### src/rtl/cmp_pipe.sv
// Two-stage compare/min/max pipeline with valid/ready handshake on both sides.
// Also provides N/Z/C/V flags of A-B, a less-than bit and a saturating equal-match counter.
module cmp_pipe #(
   parameter int unsigned WIDTH = 32,
   parameter int unsigned CNT_W = 8
) (
   input  logic             clk,
   input  logic             rst_n,
   input  logic [WIDTH-1:0] in1,
   input  logic [WIDTH-1:0] in2,
   input  logic [1:0]       mode,
   input  logic             sgn,
   input  logic             in_valid,
   output logic             in_ready,
   output logic [WIDTH-1:0] Result,
   output logic [3:0]       Flag,
   output logic             S,
   output logic             out_valid,
   input  logic             out_ready,
   input  logic             clr_cnt,
   output logic [CNT_W-1:0] eq_count
);

   localparam int unsigned DW = WIDTH + 1;
   localparam logic [1:0] MODE_MIN = 2'b01;
   localparam logic [1:0] MODE_MAX = 2'b10;
   localparam logic [CNT_W-1:0] CNT_MAX = '1;

   typedef struct packed {
      logic [WIDTH-1:0] a;
      logic [WIDTH-1:0] b;
      logic [1:0]       mode;
      logic             sgn;
      logic [DW-1:0]    d;
   } s1_t;

   logic             v1;
   s1_t              s1_q;

   logic             adv2_c;
   logic             load1_c;
   logic             accept_c;
   logic             deliver_c;
   logic [DW-1:0]    diff_c;

   logic             n_c;
   logic             z_c;
   logic             c_c;
   logic             v_c;
   logic             s_c;
   logic [WIDTH-1:0] res_c;

   // Handshake: S2 frees up when empty or delivering; S1 frees up when empty or advancing.
   always_comb begin
      adv2_c    = !out_valid || out_ready;
      load1_c   = !v1 || adv2_c;
      accept_c  = in_valid && load1_c;
      deliver_c = out_valid && out_ready;
   end

   assign in_ready = load1_c;

   // Zero-extended subtraction: the top bit is the unsigned borrow.
   always_comb begin
      diff_c = {1'b0, in1} - {1'b0, in2};
   end

   always_ff @(posedge clk or negedge rst_n) begin
      if (!rst_n) begin
         v1   <= 1'b0;
         s1_q <= '0;
      end else if (load1_c) begin
         v1 <= in_valid;
         if (in_valid) begin
            s1_q.a    <= in1;
            s1_q.b    <= in2;
            s1_q.mode <= mode;
            s1_q.sgn  <= sgn;
            s1_q.d    <= diff_c;
         end
      end
   end

   // Flags, less-than and result selection from the captured difference.
   always_comb begin
      n_c   = s1_q.d[WIDTH-1];
      z_c   = (s1_q.a == s1_q.b);
      c_c   = !s1_q.d[WIDTH];
      v_c   = (s1_q.a[WIDTH-1] ^ s1_q.b[WIDTH-1]) & (n_c ^ s1_q.a[WIDTH-1]);
      s_c   = s1_q.sgn ? (n_c ^ v_c) : !c_c;
      res_c = s1_q.d[WIDTH-1:0];
      case (s1_q.mode)
         MODE_MIN: res_c = s_c ? s1_q.a : s1_q.b;
         MODE_MAX: res_c = s_c ? s1_q.b : s1_q.a;
         default:  res_c = s1_q.d[WIDTH-1:0];
      endcase
   end

   always_ff @(posedge clk or negedge rst_n) begin
      if (!rst_n) begin
         out_valid <= 1'b0;
         Result    <= '0;
         Flag      <= 4'b0000;
         S         <= 1'b0;
      end else if (adv2_c) begin
         out_valid <= v1;
         if (v1) begin
            Result <= res_c;
            Flag   <= {n_c, z_c, c_c, v_c};
            S      <= s_c;
         end
      end
   end

   // Saturating count of delivered equal compares; clear wins over increment.
   always_ff @(posedge clk or negedge rst_n) begin
      if (!rst_n) begin
         eq_count <= '0;
      end else if (clr_cnt) begin
         eq_count <= '0;
      end else if (deliver_c && Flag[2] && (eq_count != CNT_MAX)) begin
         eq_count <= eq_count + CNT_W'(1);
      end
   end

endmodule

### config.mk
export PLATFORM = sky130hd
export DESIGN_NAME = cmp_pipe
export DESIGN_NICKNAME = d
export VERILOG_FILES = /design/src/rtl/cmp_pipe.sv
export SDC_FILE = /design/constraint.sdc
export NUM_CORES = 1
export LEC_CHECK = 0
export CORE_ASPECT_RATIO = 0.8
export CORE_MARGIN = 2
export CORE_UTILIZATION = 58
export CTS_BUF_LIST = sky130_fd_sc_hd__clkbuf_8
export DETAILED_ROUTE_END_ITERATION = 6
export HOLD_SLACK_MARGIN = 0.15
export PLACE_DENSITY = 0.83
export RECOVER_POWER = 25
export SKIP_LAST_GASP = 1
export SYNTH_ARGS = -nofsm -noshare
export SYNTH_HDL_FRONTEND = slang
export SYNTH_SLANG_ARGS = --single-unit
### constraint.sdc
create_clock -name clk -period 2.8 [get_ports clk]
set_clock_uncertainty 0.05 [all_clocks]
set_input_delay 0.42 -clock clk [delete_from_list [all_inputs] [get_ports clk]]
set_output_delay 0.42 -clock clk [all_outputs]
set_load 0.02 [all_outputs]
==> results of run 1 <==
## per-stage QoR
stage / cell area (um^2) / util [%]
6_report: 11510 / 76.13
5_1_grt: 11510 / 76.13
4_1_cts: 11440 / 75.72
3_5_place_dp: 10990 / 72.72
3_3_place_gp: 10990 / 72.72
2_1_floorplan: 9007 / -
## layer usage
metal	part of all wire (%)	wire length, um	vias up
met5	0.039	10	-
met4	2.7	709	2
met3	7.7	2008	57
met2	45	11790	399
met1	44	11440	4110
li1	-	-	3991
## sequential cells by signal, summed over array words and instances (netlist names)
name       cells
s1_q          99
eq_count       8
out_valid      1
Flag           4
v1             1
S              1
n_c            1
Result        32
## final cells by class
class | instances | area, um^2 | share of cell area (%)
multi-input combinational | 797 | 5005 | 43.49
sequential | 147 | 3679 | 31.97
timing repair buffer | 213 | 1942 | 16.88
tap | 210 | 262.8 | 2.283
clock buffer | 18 | 247.7 | 2.153
clock inverter | 14 | 187.7 | 1.631
inverter | 49 | 183.9 | 1.598
## synthesized netlist by cell type (12+ instances only)
cell / instances / share of area (%)
inv_1: 49 / 2.0
a21oi_1: 74 / 4.1
nand4_1: 12 / 0.83
dfrtp_1: 147 / 41
nand2_1: 228 / 9.5
nor2_1: 58 / 2.4
ha_1: 35 / 4.9
clkbuf_1: 40 / 1.7
xor2_1: 27 / 2.6
mux2_2: 62 / 7.8
o21ai_0: 95 / 5.3
a22oi_1: 32 / 2.7
xnor2_1: 30 / 2.9
## cell families after synthesis
logic type,count (synthesis),share of synthesized area [%]
multiplexers,67,8.334
adder cells (fa/ha/maj),36,5.084
AO/OA/AOI/OAI,278,18.68
flip-flops,147,40.84
buffers and inverters,104,4.515
AND/OR/NAND/NOR,359,17.00
XOR/XNOR,57,5.542
## critical path, cell delays in order
cell and delay (ns):
clkdlybuf4s50_1 0.45, inv_1 0.05, ha_2 0.19, fa_2 0.41
nor2b_4 0.16, o2111ai_4 0.17, a21oi_4 0.22, o311ai_4 0.13
a2111o_1 0.48, and4_4 0.18, o31ai_4 0.24
## power by group
group	internal, W	switching (W)
Clock	0.000935	0.000924
Combinational	0.00128	0.00148
Sequential	0.00252	0.000327
## final timing paths
path                                                to  slack (ns)  depth (start not counted)
worst max-delay path              s1_q[28]$_DFFE_PN0P_        0.02                         11
worst min-delay path            Result[20]$_DFFE_PN0P_        0.43                          2
worst max register to register   Result[9]$_DFFE_PN0P_        0.26                          8
worst min register to register  Result[20]$_DFFE_PN0P_        0.43                          2
max in group asynchronous          s1_q[0]$_DFFE_PN0P_        0.80                          3
min in group asynchronous        Result[6]$_DFFE_PN0P_        0.82                          2
## placed cells by master (no fill, tap or decap), drive strengths merged, types with 4 or more instances in the layout
cell / count
nand2: 228
dfrtp: 147
clkdlybuf4s50: 116
o21ai: 106
buf: 94
a21oi: 76
mux2: 64
nor2: 58
inv: 57
ha: 35
a22oi: 32
xnor2: 30
xor2: 27
clkbuf: 19
nand4: 12
a21o: 11
nand3: 11
nand2b: 10
nor4: 9
nor3: 8
o21a: 8
and3: 8
o31ai: 8
o311ai: 7
o211ai: 5
a211oi: 5
and2: 4
o2111ai: 4
## what timing repair did
action / in CTS / in global routing
endpoints found under the setup margin: 1 / 1
setup buffers: 0 / 1
hold buffers: 1 / 0
pin swaps: 2 / 5
gates resized for setup: 2 / 9
cloned: 0 / 0
endpoints found under the hold margin: 58 / 0
==> qor.yml, run 1 <==
core_area_um2: 15110
layout.cells.non_filler: 1448
die_w_um: 143.3
synth_enable_flop_cells: 0
die_y_um: 115.5
worstPathArrival_ns: 3.11
finalWirelength_mm: 25.95
met3_usage_pct: 7.727
required_ns: 3.13
vias: 8559
path_max_fanout: 3
syn_avg_cell_area_um2: 8.595
port_buffers: 118
drive_gt1_share_pct: 16.72
grt.busiest_layer: "met2"
clockBufferDepth: 2
place_congestion: 0.9862
finalPower_w: 0.007469
worst-setup-path-type: "in -> reg"
violations: "max-capacitance violations, max-slew violations"
grt_max_degree: 62
end_kind: "register"
synth_seq_cells: 147
synthDistinctLibCells: 59
p_per_area_nw_per_um2: 649.1
r2r-start: "s1_q[99]$_DFFE_PN0P_"
die_area_um2: 16550
clkSinkCount: 147
fin_crit_ns: 2.784
synth-warning-count: 0
fin_ws_ns: 0.01565
grt_pass1_wl_mm: 41.41
maxSlewHeadroom_pct: -7.752
synthCells: 1048
cts_tree: "yes"
hold_ws_ns: 0.4342
first_iter_violations: 714
viasPerCell: 5.911
nets: 1333
syn_to_final_growth_pct: 27.75
ios: 119
grt_use_met1_pct: 44.41
finalMaxSlewViolations: 61
fmax_mhz: 359.2
grt_pass1_vias: 8212
yosysSeqAreaShare_pct: 40.84
setup_violations: 0
setup_tns_ns: 0
maxCapViolCount: 1
grt_usage_pct: 32.27
grt_antenna_before_repair: 1
hold_viol: 0
netlist_area_um2: 9007
worstSkewPairLatency_ns: 0.47
cts-root-buf: "clkbuf_8"
n_antenna_cell: 0
startpoint_type: "input pin"
row_count: 40
hold_path_class: "reg -> reg"
startpoint: "in1[0]"
min_from: "Result[20]$_DFFE_PN0P_"
drt_pass1_iterations: 5
timing.final.crit_share_pct: 99.44
dp_cells: 1414
synth_nets: 1156
synthArstFlopShare_pct: 100.0
gr-total-overflow: 0
status: "finished, violations left"
remaining_drc_errors: 0
avgRoutedWirePerCell_um: 17.92
dp.final_hpwl_mm: 18.91
path_clk_slew_ns: 0.09
grtUsageMet2_pct: 50.46
filler_cell_count: 1065
ir_drop_mv: 0.4470
synth_ff_type: "dfrtp_1"
h-tree-depth: 4
pre_cts_ws_ns: -0.5195
worst_pin_slew_ns: 1.616
power_leakage_nw: 5.246
ant_nets: 0
start_util_pct: 59.59
cts_made_buffers: 17
Power figures use the tool's default switching activity.
==> run 2, diff against run 1 <==
- GPL_ROUTABILITY_DRIVEN: unset -> 0
==> qor.yml, run 2 (synthesized netlist as in run 1, its figures left out) <==
n_antenna_cell: 0  # unchanged
core_area_um2: 15110  # unchanged
remaining_drc_errors: 0  # unchanged
grt_max_degree: 72  # +16%
min_delay_path_depth: 2  # unchanged
pwr-share-clk_pct: 23.5  # -1.4 points
seqPwrFrac_pct: 39.1  # +1.0 points
worstSkewPairLatency_ns: 0.47  # about the same
gr-total-overflow: 0  # unchanged
dp_cells: 1407  # -0.50%
vias: 8475  # -0.98%
p_per_area_nw_per_um2: 639.3  # -1.5%
holdPathEnd: "s1_q[9]$_DFFE_PN0P_"
reg_top3: "s1_q x99, Result x32, eq_count x8"
p_int_w: 0.004618  # -2.5%
layout.cells.non_filler: 1440  # -0.55%
worst-setup-path-type: "in -> reg"
netSwitchingPower_w: 0.002652  # -3.0%
hold_path_class: "reg -> reg"
die_y_um: 115.5  # unchanged
path_cells: "clkdlybuf4s50_1, inv_1, ha_1, a21o_1, a21oi_1, a21oi_2, buf_4, o311ai_0, nand2_1, xnor2_1, o21ai_0"
row_count: 40  # unchanged
clkSinkCount: 147  # unchanged
min_from: "s1_q[9]$_DFFE_PN0P_"
crit_family: "compound AO/OA/AOI/OAI gates"
grt_pass1_vias: 8061  # -1.8%
slowest_stage: "o311ai_0"
maxSlewHeadroom_pct: -9.073  # -1.3 points
multi_input_area_um2: 4954  # -1.0%
die_area_um2: 16550  # unchanged
first_iter_violations: 895  # +25%
final_area_um2: 11370  # -1.2%
h-tree-depth: 4  # unchanged
cts-root-buf: "clkbuf_8"
crit_path_max_incr_delay_ns: 0.51  # +0.03 ns
cts_tree: "yes"
reg2reg_slack_ns: 0.26  # about the same
r2r_cells: 8  # unchanged
port_buffers: 118  # unchanged
crit_buf_inv: 3  # +1
avgRoutedWirePerCell_um: 17.62  # -1.7%
finalMaxSlewViolations: 62  # +1.6%
grt_usage_pct: 31.54  # -0.72 points
dp.final_hpwl_mm: 18.27  # -3.4%
dpl_cell_area_um2: 10950  # -0.36%
viasPerCell: 5.885  # -0.43%
largest_register_ffs: 99  # unchanged
end_kind: "register"
ant_nets: 0  # unchanged
reg2reg_to: "Result[9]$_DFFE_PN0P_"
path_max_fanout: 3  # unchanged
drive_gt1_share_pct: 15.69  # -1.0 points
largest_register: "s1_q"
ir_drop_mv: 0.3785  # -15%
post_cts_buffers: 0  # unchanged
drt_pass1_iterations: 6  # +1
grt_antenna_before_repair: 0  # -1
finalWirelength_mm: 25.37  # -2.2%
required_ns: 3.11  # -0.02 ns
hold_viol: 0  # unchanged
setup_violations: 0  # unchanged
maxCapViolCount: 1  # unchanged
startpoint_type: "input pin"
grt_pass1_wl_mm: 40.69  # -1.7%
nets: 1325  # -0.60%
filler_cell_count: 1125  # +5.6%
fmax_mhz: 365.9  # +1.9%
p_sw_share_pct: 36.48  # -0.14 points
r2r-start: "n_c$_DFFE_PN0P_"
ios: 119  # unchanged
worstPathArrival_ns: 3.05  # -0.06 ns
status: "finished, violations left"
pwr-share-comb_pct: 37.3  # +0.3 points
start_util_pct: 59.59  # unchanged
die_w_um: 143.3  # unchanged
layout_commonest_cell: "nand2_1"
fin_crit_ns: 2.733  # -0.05131 ns
worst_pin_slew_ns: 1.636  # +0.01982 ns
setup_tns_ns: 0  # unchanged
clockBufferDepth: 2  # unchanged
power_leakage_nw: 5.206  # -0.77%
register_area_um2: 3679  # unchanged
timing.final.crit_share_pct: 97.61  # -1.8 points
grt_setup_unrepaired: "false"
path_clk_slew_ns: 0.09  # about the same
syn_to_final_growth_pct: 26.24
cts_made_buffers: 17  # unchanged
hold_ws_ns: 0.4387  # +0.004530 ns
violations: "max-capacitance violations, max-slew violations"
layout_common_cells: "nand2_1 (226), dfrtp_1 (147), clkdlybuf4s50_1 (116)"
## run 2: cell types whose count changed in the layout (fill, tap and decap cells not counted), sizes merged
| cell | before | now |
|---|---|---|
| buf | 94 | 86 |
| clkinv | 1 | 5 |
| clkinvlp | 2 | 0 |
| inv | 57 | 55 |
| bufinv | 3 | 2 |
| clkbuf | 19 | 20 |
## run 2: how the worst max path moves through the flow
stage	cells after the start	endpoint	slack, ns	start
floorplan	10	s1_q[28]$_DFFE_PN0P_	0.16	in1[0]
global placement	11	s1_q[28]$_DFFE_PN0P_	-0.44	in1[0]
detailed placement	11	s1_q[28]$_DFFE_PN0P_	-0.52	in1[0]
CTS	11	s1_q[28]$_DFFE_PN0P_	0.009	in1[0]
global route	11	s1_q[28]$_DFFE_PN0P_	0.02	in1[0]
finish	11	s1_q[14]$_DFFE_PN0P_	0.07	in2[4]
## run 2: routing by layer
metal  routed length [um]  GRT usage [%]  vias to the layer above
met5                    0              0                        -
met4                  591          9.477                        0
met3                 1986          6.653                       71
met2                11290          48.71                      413
met1                11500          45.34                     4018
li1                     -              -                     3973
## run 2: worst min-delay path: cells and delay by family, from the launching register on
kind / cells / cell delay [ns]
DFF: 1 / 0.35
and+or+nand+nor: 1 / 0.05
AOI/OAI and AO/OA: 1 / 0.05
## run 2: through the flow
step / setup slack, ns / total power, W / utilization (%)
after floorplan: 0.1556 / 0.004417 / -
after global placement: -0.4373 / 0.005433 / 72.45
after detailed placement: -0.5153 / 0.005535 / 72.45
after CTS: 0.008940 / 0.007238 / 75.21
after global routing: 0.01792 / 0.007645 / 75.23
final: 0.06696 / 0.007269 / 75.23
## run 2: what timing repair did
| action | CTS | global route |
|---|---|---|
| pin swaps | 1 | 2 |
| endpoints found under the hold margin | 60 | 0 |
| resized for setup | 2 | 2 |
| setup endpoints to repair | 1 | 2 |
| hold buffers | 1 | 0 |
## run 2: cell type report
| class | count | area share [%] |
|---|---|---|
| clock inverter | 13 | 1.199 |
| clock buffer | 19 | 2.300 |
| tap | 210 | 2.311 |
| timing repair buffer | 205 | 16.66 |
| multi-input combinational | 797 | 43.56 |
| inverter | 49 | 1.618 |
| sequential | 147 | 32.35 |
## run 2: power groups by stage
| stage | registers [W] | clock network, W | logic [W] |
|---|---|---|---|
| after floorplan | 0.00300 | 0 | 0.00141 |
| after CTS | 0.00283 | 0.00172 | 0.00269 |
| after global routing | 0.00289 | 0.00182 | 0.00293 |
| after global placement | 0.00285 | 0 | 0.00259 |
| final | 0.00285 | 0.00171 | 0.00271 |
| after detailed placement | 0.00288 | 0 | 0.00266 |
==> run 3, diff against run 2 <==
- CAP_MARGIN: unset -> 40
- CELL_PAD_IN_SITES_DETAIL_PLACEMENT: unset -> 0
- CELL_PAD_IN_SITES_GLOBAL_PLACEMENT: unset -> 2
- CORE_UTILIZATION: 58 -> 35
- PLACE_DENSITY: 0.83 -> unset
- PLACE_DENSITY_LB_ADDON: unset -> 0.1
==> qor.yml, run 3 (synthesized netlist as in run 1, its figures left out) <==
dp_cells: 1558  # +11%
vias: 8003  # -5.6%
viasPerCell: 5.024  # -15%
clockBufferDepth: 2  # unchanged
avgRoutedWirePerCell_um: 17.82  # +1.2%
fin_ws_ns: 0.07209  # +0.005133 ns
fmax_mhz: 366.6  # +0.19%
finalWirelength_mm: 28.39  # +12%
timing.final.crit_share_pct: 97.43  # -0.18 points
hold_viol: 0  # unchanged
row_count: 52  # +30%
n_antenna_cell: 0  # unchanged
grt_usage_pct: 21.42  # -10 points
cts-root-buf: "clkbuf_8"
status: "finished clean"
path_clk_slew_ns: 0.09  # about the same
fin_crit_ns: 2.728  # -0.005133 ns
clkSinkCount: 147  # unchanged
largest_register: "s1_q"
die_area_um2: 27040  # +63%
h-tree-depth: 4  # unchanged
grt_pass1_wl_mm: 44.37  # +9.0%
power_leakage_nw: 5.387  # +3.5%
nets: 1364  # +2.9%
ant_nets: 0  # unchanged
drive_gt1_share_pct: 18.91  # +3.2 points
cts_tree: "yes"
end_kind: "register"
drt_pass1_iterations: 5  # -1
worst-setup-path-type: "in -> reg"
ios: 119  # unchanged
path_max_fanout: 3  # unchanged
startpoint_type: "input pin"
syn_to_final_growth_pct: 31.64
grt_setup_unrepaired: "true"
worstSkewPairLatency_ns: 0.47  # about the same
dp.final_hpwl_mm: 21.47  # +18%
hold_path_class: "in -> reg"
worst_pin_slew_ns: 1.429  # -0.2075 ns
gr-total-overflow: 0  # unchanged
die_y_um: 147.5  # +28%
grt_antenna_before_repair: 0  # unchanged
remaining_drc_errors: 0  # unchanged
grt_pass1_vias: 7798  # -3.3%
required_ns: 3.14  # +0.03 ns
p_per_area_nw_per_um2: 618.7  # -3.2%
maxCapViolCount: 0  # -1
die_w_um: 183.4  # +28%
layout_commonest_cell: "nand2_1"
setup_violations: 0  # unchanged
pre_cts_ws_ns: -0.5698  # -0.05450 ns
grt_max_degree: 77  # +6.9%
finalMaxSlewViolations: 0  # -100%
finalPower_w: 0.007337  # +0.93%
start_util_pct: 35.59  # -24 points
first_iter_violations: 539  # -40%
cts_made_buffers: 17  # unchanged
worstPathArrival_ns: 3.07  # +0.02 ns
maxSlewHeadroom_pct: 4.760  # +14 points
ir_drop_mv: 0.2864  # -24%
core_area_um2: 25310  # +67%
reg_top3: "s1_q x99, Result x32, eq_count x8"
largest_register_ffs: 99  # unchanged
layout.cells.non_filler: 1593  # +11%
utilization_pct: 46.85  # -28 points
layout_common_cells: "nand2_1 (226), dfrtp_1 (147), buf_4 (117)"
port_buffers: 118  # unchanged
-- run 3: cell type report --
class / instances / area [um^2]
Fill cell: 2539 / 13450
Sequential cell: 147 / 3679
Clock inverter: 13 / 112.6
Timing Repair Buffer: 244 / 2206
Clock buffer: 19 / 261.5
Inverter: 49 / 183.9
Multi-Input combinational cell: 797 / 5010
Tap cell: 324 / 405.4
-- run 3: timing repair --
action                                 4_1_cts  5_1_grt
hold buffers                                 1        0
setup endpoints to repair                    1        5
endpoints found under the hold margin       46        0
buffers inserted                             1        1
pin swaps                                    2        6
resized for setup                            2       13
-- run 3: power by group --
part           internal [W]  switching, W
Combinational       0.00133       0.00150
Clock              0.000689      0.000979
Sequential          0.00252      0.000321
Total               0.00454       0.00280
-- run 3: final timing paths --
check                                      start                       to  slack [ns]  cells after the start
max in group asynchronous                  rst_n  eq_count[7]$_DFFE_PN0P_        0.36                      4
max reg2reg                      n_c$_DFFE_PN0P_   Result[17]$_DFFE_PN0P_        0.29                      8
min in group asynchronous                  rst_n     s1_q[82]$_DFFE_PN0P_        0.77                      2
min reg2reg                Result[7]$_DFFE_PN0P_    Result[7]$_DFFE_PN0P_        0.44                      2
min                                       in1[0]     s1_q[68]$_DFFE_PN0P_        0.33                      4
max                                       in2[0]     s1_q[28]$_DFFE_PN0P_        0.07                     11
-- run 3: metrics by stage --
step                      setup TNS (ns)  hold WS, ns  instance area, um^2
final                                  0       0.3314                11860
after global placement            -4.614       0.3716                11400
after CTS                              0       0.4235                11800
after global routing            -0.01066       0.3309                11860
after floorplan                        0      0.07441                 9007
after detailed placement          -5.165       0.3725                11400
-- run 3: critical path, stage by stage --
cell and delay (ns):
clkdlybuf4s50_1 0.47, ha_4 0.19, fa_2 0.42, nor2b_4 0.15, o2111ai_4 0.17, a21oi_4 0.19, buf_6 0.12, o311ai_4 0.10
a2111o_1 0.48, and4_4 0.17, o31ai_2 0.19
-- run 3: metal layers --
metal  vias up  track usage (%)  wire, um
met2       121            31.87     12070
met5         -                0         0
met4         0            4.720       206
li1       4049                -         -
met3        10            3.893      1043
met1      3823            32.25     15070
